[src/rtl/execute_muldiv.sv]
// RV32M multiply/divide unit for the Execute stage: MUL family done 2 cycles after start, DIV family 33, div-by-zero/overflow 1.
// Holds the pipeline through StallMD while busy; DoneMD pulses once with ResultMD/RdMD, which otherwise hold their last value.
module execute_muldiv (
  input  logic        clk,
  input  logic        reset,
  input  logic        MulDivE,
  input  logic        FlushE,
  input  logic [2:0]  Funct3E,
  input  logic [31:0] SrcAE,
  input  logic [31:0] SrcBE,
  input  logic [4:0]  RdE,
  output logic        StallMD,
  output logic        DoneMD,
  output logic [31:0] ResultMD,
  output logic [4:0]  RdMD
);

  typedef enum logic [1:0] {IDLE, MUL, DIV, DONE} state_t;

  state_t      state_q, state_d;
  logic [1:0]  f3_q, f3_d;
  logic [31:0] opa_q, opa_d;
  logic [31:0] opb_q, opb_d;
  logic [31:0] rem_q, rem_d;
  logic [31:0] res_q, res_d;
  logic [4:0]  cnt_q, cnt_d;
  logic [4:0]  rd_q, rd_d;
  logic [4:0]  rdmd_q, rdmd_d;
  logic        qneg_q, qneg_d;
  logic        rneg_q, rneg_d;

  logic        start, div_sgn, a_neg, b_neg, div_zero, div_ovf;
  logic [31:0] a_abs, b_abs;

  assign start    = MulDivE & ~FlushE;
  assign div_sgn  = ~Funct3E[0];
  assign a_neg    = div_sgn & SrcAE[31];
  assign b_neg    = div_sgn & SrcBE[31];
  assign a_abs    = a_neg ? -SrcAE : SrcAE;
  assign b_abs    = b_neg ? -SrcBE : SrcBE;
  assign div_zero = (SrcBE == 32'h0000_0000);
  assign div_ovf  = div_sgn & (SrcAE == 32'h8000_0000) & (SrcBE == 32'hFFFF_FFFF);

  // Sign-extending to 64 bits makes a plain unsigned multiply yield the correct low 64 bits for every signedness mix.
  logic        mul_a_sgn, mul_b_sgn;
  logic [63:0] mul_a, mul_b, prod;

  assign mul_a_sgn = (f3_q != 2'b11) & opa_q[31];
  assign mul_b_sgn = (f3_q == 2'b01) & opb_q[31];
  assign mul_a     = {{32{mul_a_sgn}}, opa_q};
  assign mul_b     = {{32{mul_b_sgn}}, opb_q};
  assign prod      = mul_a * mul_b;

  // Restoring divide: opa_q shifts the dividend out and the quotient in; the partial remainder always fits 32 bits.
  logic [32:0] rem_sh;
  logic        ge;
  logic [31:0] sub, rem_nx, quo_nx, quo_fix, rem_fix;

  assign rem_sh  = {rem_q, opa_q[31]};
  assign ge      = (rem_sh >= {1'b0, opb_q});
  assign sub     = rem_sh[31:0] - opb_q;
  assign rem_nx  = ge ? sub : rem_sh[31:0];
  assign quo_nx  = {opa_q[30:0], ge};
  assign quo_fix = qneg_q ? -quo_nx : quo_nx;
  assign rem_fix = rneg_q ? -rem_nx : rem_nx;

  always_ff @(posedge clk or negedge reset) begin
    if (!reset) begin
      state_q <= IDLE;
      f3_q    <= '0;
      opa_q   <= '0;
      opb_q   <= '0;
      rem_q   <= '0;
      res_q   <= '0;
      cnt_q   <= '0;
      rd_q    <= '0;
      rdmd_q  <= '0;
      qneg_q  <= 1'b0;
      rneg_q  <= 1'b0;
    end else begin
      state_q <= state_d;
      f3_q    <= f3_d;
      opa_q   <= opa_d;
      opb_q   <= opb_d;
      rem_q   <= rem_d;
      res_q   <= res_d;
      cnt_q   <= cnt_d;
      rd_q    <= rd_d;
      rdmd_q  <= rdmd_d;
      qneg_q  <= qneg_d;
      rneg_q  <= rneg_d;
    end
  end

  always_comb begin
    state_d = state_q;
    f3_d    = f3_q;
    opa_d   = opa_q;
    opb_d   = opb_q;
    rem_d   = rem_q;
    res_d   = res_q;
    cnt_d   = cnt_q;
    rd_d    = rd_q;
    rdmd_d  = rdmd_q;
    qneg_d  = qneg_q;
    rneg_d  = rneg_q;
    StallMD = 1'b0;
    DoneMD  = 1'b0;

    case (state_q)
      IDLE: begin
        StallMD = reset & start;
        if (start) begin
          f3_d = Funct3E[1:0];
          rd_d = RdE;
          if (!Funct3E[2]) begin
            opa_d   = SrcAE;
            opb_d   = SrcBE;
            state_d = MUL;
          end else if (div_zero) begin
            res_d   = Funct3E[1] ? SrcAE : 32'hFFFF_FFFF;
            rdmd_d  = RdE;
            state_d = DONE;
          end else if (div_ovf) begin
            res_d   = Funct3E[1] ? 32'h0000_0000 : 32'h8000_0000;
            rdmd_d  = RdE;
            state_d = DONE;
          end else begin
            opa_d   = a_abs;
            opb_d   = b_abs;
            rem_d   = '0;
            cnt_d   = 5'd31;
            qneg_d  = a_neg ^ b_neg;
            rneg_d  = a_neg;
            state_d = DIV;
          end
        end
      end
      MUL: begin
        StallMD = reset;
        if (FlushE) begin
          state_d = IDLE;
        end else begin
          res_d   = (f3_q == 2'b00) ? prod[31:0] : prod[63:32];
          rdmd_d  = rd_q;
          state_d = DONE;
        end
      end
      DIV: begin
        StallMD = reset;
        if (FlushE) begin
          cnt_d   = '0;
          state_d = IDLE;
        end else begin
          opa_d = quo_nx;
          rem_d = rem_nx;
          cnt_d = cnt_q - 5'd1;
          if (cnt_q == 5'd0) begin
            cnt_d   = '0;
            res_d   = f3_q[1] ? rem_fix : quo_fix;
            rdmd_d  = rd_q;
            state_d = DONE;
          end
        end
      end
      DONE: begin
        DoneMD  = 1'b1;
        state_d = IDLE;
      end
      default: state_d = IDLE;
    endcase
  end

  assign ResultMD = res_q;
  assign RdMD     = rdmd_q;

endmodule
[config.mk]
export PLATFORM = sky130hd
export DESIGN_NAME = execute_muldiv
export DESIGN_NICKNAME = d
export VERILOG_FILES = /design/src/rtl/execute_muldiv.sv
export SDC_FILE = /design/constraint.sdc
export NUM_CORES = 2
export LEC_CHECK = 0
export CAP_MARGIN = 20
export CORE_MARGIN = 2
export CORE_UTILIZATION = 60
export DETAILED_ROUTE_END_ITERATION = 8
export GPL_ROUTABILITY_DRIVEN = 0
export PLACE_DENSITY = 0.81
export SLEW_MARGIN = 5
export SYNTH_ARGS = -nofsm -noshare
export SYNTH_HDL_FRONTEND = slang
export SYNTH_SLANG_ARGS = --single-unit
[constraint.sdc]
create_clock -name clk -period 8.62 [get_ports clk]
set_input_delay 2.155 -clock clk [delete_from_list [all_inputs] [get_ports clk]]
set_output_delay 2.155 -clock clk [all_outputs]
set_load 0.02 [all_outputs]
-- Yosys cells after proc, flatten, opt, wreduce, memory -nomap -nowiden
Cells that the tools add are included.
- add/sub/neg operators: 6
- multipliers: 1
- $lt $le $gt $ge: 1
- equality and inequality tests: 20
- mux-type cells: 57
- bitwise logic cells: 13
- reduce and logical (&&, ||, !) cells: 15
- operators with widths (operator ; number):
    2-to-1 mux 32 bit ; 29
    negation 32 bit ; 4
    case mux 32 bit (2 select lines) ; 2
    case mux 32 bit (3 select lines) ; 1
    2-to-1 mux 5 bit ; 13
    == test 32 bit (second input constant) ; 2
    multiplier 33 x 33 -> 64 bit ; 1
    >= comparator 33 x 32 -> 1 bit ; 1
    zero test 32 bit ; 1
    subtractor 32 bit ; 1
    inequality test 2 bit (second input constant) ; 10
    case mux 5 bit (3 select lines) ; 1
    AND reduction 5 bit ; 3
    inequality test 3 bit (second input constant) ; 4
    2-to-1 mux 2 bit ; 5
    case mux 5 bit (2 select lines) ; 1
    AND 1 bit ; 8
    case mux 2 bit (4 select lines) ; 1
    AND reduction 7 bit ; 1
    AND reduction 6 bit ; 1
    zero test 5 bit ; 1
    subtractor 5 x 1 -> 5 bit (second input constant) ; 1
    == test 2 x 1 -> 1 bit (second input constant) ; 2
    == test 2 bit (second input constant) ; 2
    other kinds (10) ; 17
- register bits after elaboration: 149
- input bits: 76
- output and inout bits: 39

-- Longest topological paths before layout
- depth after elaboration: 8
- depth in mapped cells: 34
- depth with buffers taken out: 31

-- Worst setup path before layout
OpenSTA, ideal clock, no wires.
- path kind: register to register
- from: register opa_q[31]
- to: register res_q[26] (netlist: ResultMD[26])
- arrival: 8.278 ns
- data required time: 8.471 ns
- slack: 0.193 ns
- stages on the path, launching flop included: 32
- buffers on the path: 2
- cells stage by stage: dfrtp_1 clkbuf_1 inv_1 a21oi_1 clkbuf_1 nand2_1 inv_1 fa_1 inv_1 fa_1 inv_1 fa_1 fa_1 inv_1 fa_1 inv_1 fa_1 inv_1 fa_1 fa_1 inv_1 ha_1 and3_1 nand2_1 nor2_1 a221oi_1 o21ai_0 a41oi_1 mux2i_1 nor2_1 a2111oi_0 a221oi_1
- longest elaborated chain between the ends: 8
- ends and longest elaborated chain (what ; RTL line ; text):
    start, declared ; 22 ; logic [31:0] opa_q, opa_d;
    start signal, assigned ; 83 ; opa_q <= opa_d;
    subtractor 32 bit / >= comparator 33 x 32 -> 1 bit (equally long branches) ; 61, 60 ;
    2-to-1 mux 32 bit ; 62 ; assign rem_nx = ge ? sub : rem_sh[31:0];
    negation 32 bit ; 65 ; assign rem_fix = rneg_q ? -rem_nx : rem_nx;
    2-to-1 mux 32 bit ; 65 ;
    2-to-1 mux 32 bit ; 160 ; res_d = f3_q[1] ? rem_fix : quo_fix;
    2-to-1 mux 32 bit ; 158 ; if (cnt_q == 5'd0) begin
    2-to-1 mux 32 bit ; 151 ; if (FlushE) begin
    case mux 32 bit (3 select lines) (*) ; 110 ; case (state_q)
    end signal, assigned ; 86 ; res_q <= res_d;
    end, declared ; 25 ; logic [31:0] res_q, res_d;
Every way passes the cells marked *; elsewhere a longest branch is shown, timed or not. The select of a mux whose other input is x is not followed.
A chain may end at the register's enable or synchronous reset.

-- Final worst setup path
- from: register opa_q[1]
- to: register res_q[20] (netlist: ResultMD[20])
- longest elaborated chain between the ends: 6
- ends and longest elaborated chain (what ; RTL line):
    branches (longest 5 deep; another with multiplier 33 x 33 -> 64 bit) ; -
    case mux 32 bit (3 select lines) (*) ; 110
Every way passes the cells marked *. The select of a mux whose other input is x is not followed.

==> load_flow_metrics.sql <==
INSERT INTO impl_metrics (metric_group, metric, value, unit) VALUES
('status', 'status', 'finished clean', ''),
('hold_path', 'min_path_type', 'flip-flop to flip-flop', ''),
('logic_synthesis', 'yosys_warnings', '0', ''),
('critical_path', 'worstPathRequired', '8.92', 'ns'),
('clock_tree', 'cts.path.max_buffers', '2', ''),
('global_routing', 'global_route_wire_length_before_repair', '246100', 'µm'),
('place', 'placement.setup.worst_slack', '-0.03370', 'ns'),
('routing', 'number_of_vias_after_detailed_routing', '42413', ''),
('logic_synthesis', 'synth_top_family_by_area', 'adder cells', ''),
('cells_and_area', 'mostFrequentLayoutCell', 'sky130_fd_sc_hd__inv_1', ''),
('global_routing', 'grt_start_max_net_pins', '65', ''),
('critical_path', 'cp.depth', '26', ''),
('clock_tree', 'worstSkewPairLatency', '0.45', 'ns'),
('critical_path', 'crit-reg2reg-capture', 'ResultMD[20]', ''),
('logic_synthesis', 'synthesis.instances', '5933', ''),
('clock_tree', 'cts_buffers', '17', ''),
('critical_path', 'worst_ep_arrival_time', '8.76', 'ns'),
('sta', 'timing.slew.headroom', '0.2060', ''),
('place', 'numPortBuffers', '114', ''),
('floorplan', 'die_x', '294.6', 'µm'),
('global_routing', 'first_global_vias', '44674', ''),
('critical_path', 'end_of_the_critical_path', 'ResultMD[20]', ''),
('critical_path', 'critPathSlowestCell', 'sky130_fd_sc_hd__dfrtp_1', ''),
('critical_path', 'ff2ff_path_depth', '26', ''),
('critical_path', 'path_max_fanout', '18', ''),
('logic_synthesis', 'cell_accounting_for_the_most_synthesized_area', 'sky130_fd_sc_hd__fa_1', ''),
('sta', 'worst_clock_skew', '0.01217', 'ns'),
('floorplan', 'die-area', '86810', 'µm²'),
('sta', 'finalSetupTns', '0', 'ns'),
('logic_synthesis', 'netlist.area_leader.share', '0.4448', ''),
('floorplan', 'die-height', '294.6', 'µm'),
('logic_synthesis', 'mappedNetlistArea', '50680', 'µm²'),
('run', 'cap_viol_max_count', '0', ''),
('routing', 'remaining_drc_errors', '0', ''),
('critical_path', 'worstSetupStartpoint', 'opa_q[1]', ''),
('logic_synthesis', 'synth-compound-area-share', '0.09697', ''),
('cells_and_area', 'layout.cells.most_common_list', 'sky130_fd_sc_hd__inv_1 (1254), sky130_fd_sc_hd__fa_1 (1125), sky130_fd_sc_hd__nand2_1 (1050)', ''),
('clock_tree', 'numClockSinks', '149', ''),
('floorplan', 'placeableCoreArea', '83690', 'µm²'),
('floorplan', 'num_rows', '106', ''),
('logic_synthesis', 'synth-seq-area-share', '0.07357', ''),
('routing', 'drt-initial-drc-count', '4689', ''),
('cells_and_area', 'area_delta_synth_final', '7.421', '%'),
('sta', 'post_route_fraction_of_the_period_consumed_by_the_critical_path', '0.9817', ''),
('floorplan', 'number_of_placed_i_o_pins', '115', ''),
('logic_synthesis', 'async_flop_share', '1.000', ''),
('logic_synthesis', 'synth-main-ff-cell', 'sky130_fd_sc_hd__dfrtp_1', ''),
('logic_synthesis', 'synth_xor_area_frac', '0.03560', ''),
('global_routing', 'grt_overflow', '0', ''),
('sta', 'final_critical_path_setup_slack', '0.1576', 'ns'),
('logic_synthesis', 'synth.mux.area_fraction', '0.008147', ''),
('logic_synthesis', 'synth-edff-count', '0', ''),
('logic_synthesis', 'synthesis.nets', '7390', ''),
('clock_tree', 'ctsRootBufferMaster', 'sky130_fd_sc_hd__clkbuf_16', ''),
('floorplan', 'start_util', '0.6056', ''),
('critical_path', 'setup.worst_path.start_class', 'flip-flop', ''),
('critical_path', 'timing_worst_setup_path_type', 'flip-flop to flip-flop', ''),
('critical_path', 'ff2ff_setup_slack', '0.16', 'ns'),
('sta', 'hold_viol_final', '0', ''),
('logic_synthesis', 'post_synth_fa_ha_maj_area_fraction', '0.5077', ''),
('clock_tree', 'h-tree-depth', '4', ''),
('routing', 'firstDrtPassIters', '9', ''),
('global_routing', 'gr-usage-all-layers', '0.3696', ''),
('logic_synthesis', 'post_synthesis_share_of_cell_area_spent_on_and_or_nand_and_nor_gates', '0.1583', ''),
('cells_and_area', 'post_route_cells_drive_above_1_share', '0.05275', ''),
('logic_synthesis', 'synth_area_leaders', 'sky130_fd_sc_hd__fa_1 (44%), sky130_fd_sc_hd__inv_1 (9.3%), sky130_fd_sc_hd__nand2_1 (7.8%)', ''),
('place', 'dpl.hpwl', '126900', 'µm'),
('sta', 'final_max_slew_viol_count', '0', ''),
('logic_synthesis', 'yosys.cell_types.count', '86', ''),
('sta', 'timing.final.crit_period', '8.462', 'ns'),
('place', 'place_area', '53590', 'µm²');
[worst min-delay path by stage]
stage,end,depth (start not counted),start,slack [ns]
4_1_cts,ResultMD[15],2,ResultMD[15],0.47
3_3_place_gp,ResultMD[9],2,ResultMD[9],0.45
2_1_floorplan,cnt_q[4],2,cnt_q[4],0.45
5_1_grt,ResultMD[15],2,ResultMD[15],0.49
6_report,ResultMD[9],2,ResultMD[9],0.47
3_5_place_dp,ResultMD[9],2,ResultMD[9],0.45
[final cells by class]
type	count	area (µm²)
flip-flops and latches	149	3749
fillers	6504	29250
inverters	1259	4730
well taps	1134	1419
multi-input cells	4177	41060
clock inverters	13	128.9
repair buffers	298	2887
clock buffers	19	452.9
diodes	8	20.02
[per-stage QoR]
step	utilization	hold WS [ns]	std cells
3_3_place_gp	0.6403	0.4521	7012
2_1_floorplan	-	0.4507	5933
4_1_cts	0.6475	0.4699	7044
6_report	0.6505	0.4659	7057
5_1_grt	0.6505	0.4929	7055
3_5_place_dp	0.6403	0.4548	7012
[routing by layer]
metal | track usage | share of wire | up-vias
li1 | - | - | 17920
met1 | 0.4678 | 0.35 | 21101
met2 | 0.5791 | 0.45 | 2725
met3 | 0.1019 | 0.13 | 661
met4 | 0.1999 | 0.069 | 6
met5 | 0.001702 | 0.00031 | -
[cell usage after synthesis, drive strengths merged (8+ instances only)]
| master | count |
|---|---|
| nor4 | 18 |
| nand3 | 34 |
| o21ai | 266 |
| nor2b | 25 |
| fa | 1126 |
| a31oi | 18 |
| or2 | 20 |
| xnor2 | 115 |
| a221oi | 20 |
| a21o | 58 |
| clkbuf | 283 |
| nor3 | 43 |
| mux2 | 10 |
| buf | 65 |
| o41ai | 11 |
| or3 | 23 |
| o21bai | 17 |
| o31ai | 55 |
| or4 | 18 |
| o221ai | 11 |
| nand4 | 31 |
| nand2 | 1052 |
| nor2 | 177 |
| inv | 1258 |
| nand2b | 27 |
| a211oi | 17 |
| o31a | 8 |
| xor2 | 91 |
| and4 | 8 |
| a21oi | 185 |
| and2 | 247 |
| o211ai | 28 |
| and3 | 27 |
| mux2i | 30 |
| ha | 255 |
| dfrtp | 149 |
| o21a | 17 |
| a22o | 9 |
[registers in the layout, summed over array words and instances, names as in the netlist]
| name | flops |
|---|---|
| state_q | 2 |
| ResultMD | 32 |
| opa_q | 32 |
| rneg_q | 1 |
| opb_q | 32 |
| RdMD | 5 |
| qneg_q | 1 |
| rem_q | 32 |
| f3_q | 2 |
| cnt_q | 5 |
| rd_q | 5 |
[timing repair]
action,4_1_cts,5_1_grt
setup buffers,0,4
endpoints found under the hold margin,0,0
pin swaps,0,4
setup endpoints to repair,4,21
resized for setup,5,53
[logic make-up after synthesis]
group	after synthesis
DFF	149
xor gates and xnor gates	206
adders and majority gates	1381
muxes	40
and+or+nand+nor	1769
buffers and inverters	1607
AOI/OAI and AO/OA	781
[worst min-delay path: cells and delay by family (launching register included)]
family | cells | cell delay, ns
and+or+nand+nor | 2 | 0.10
DFF | 1 | 0.34
Power is left out: the tool's default activity adds up to more than one toggle a clock period on the data nets, which glitch-free logic cannot reach.
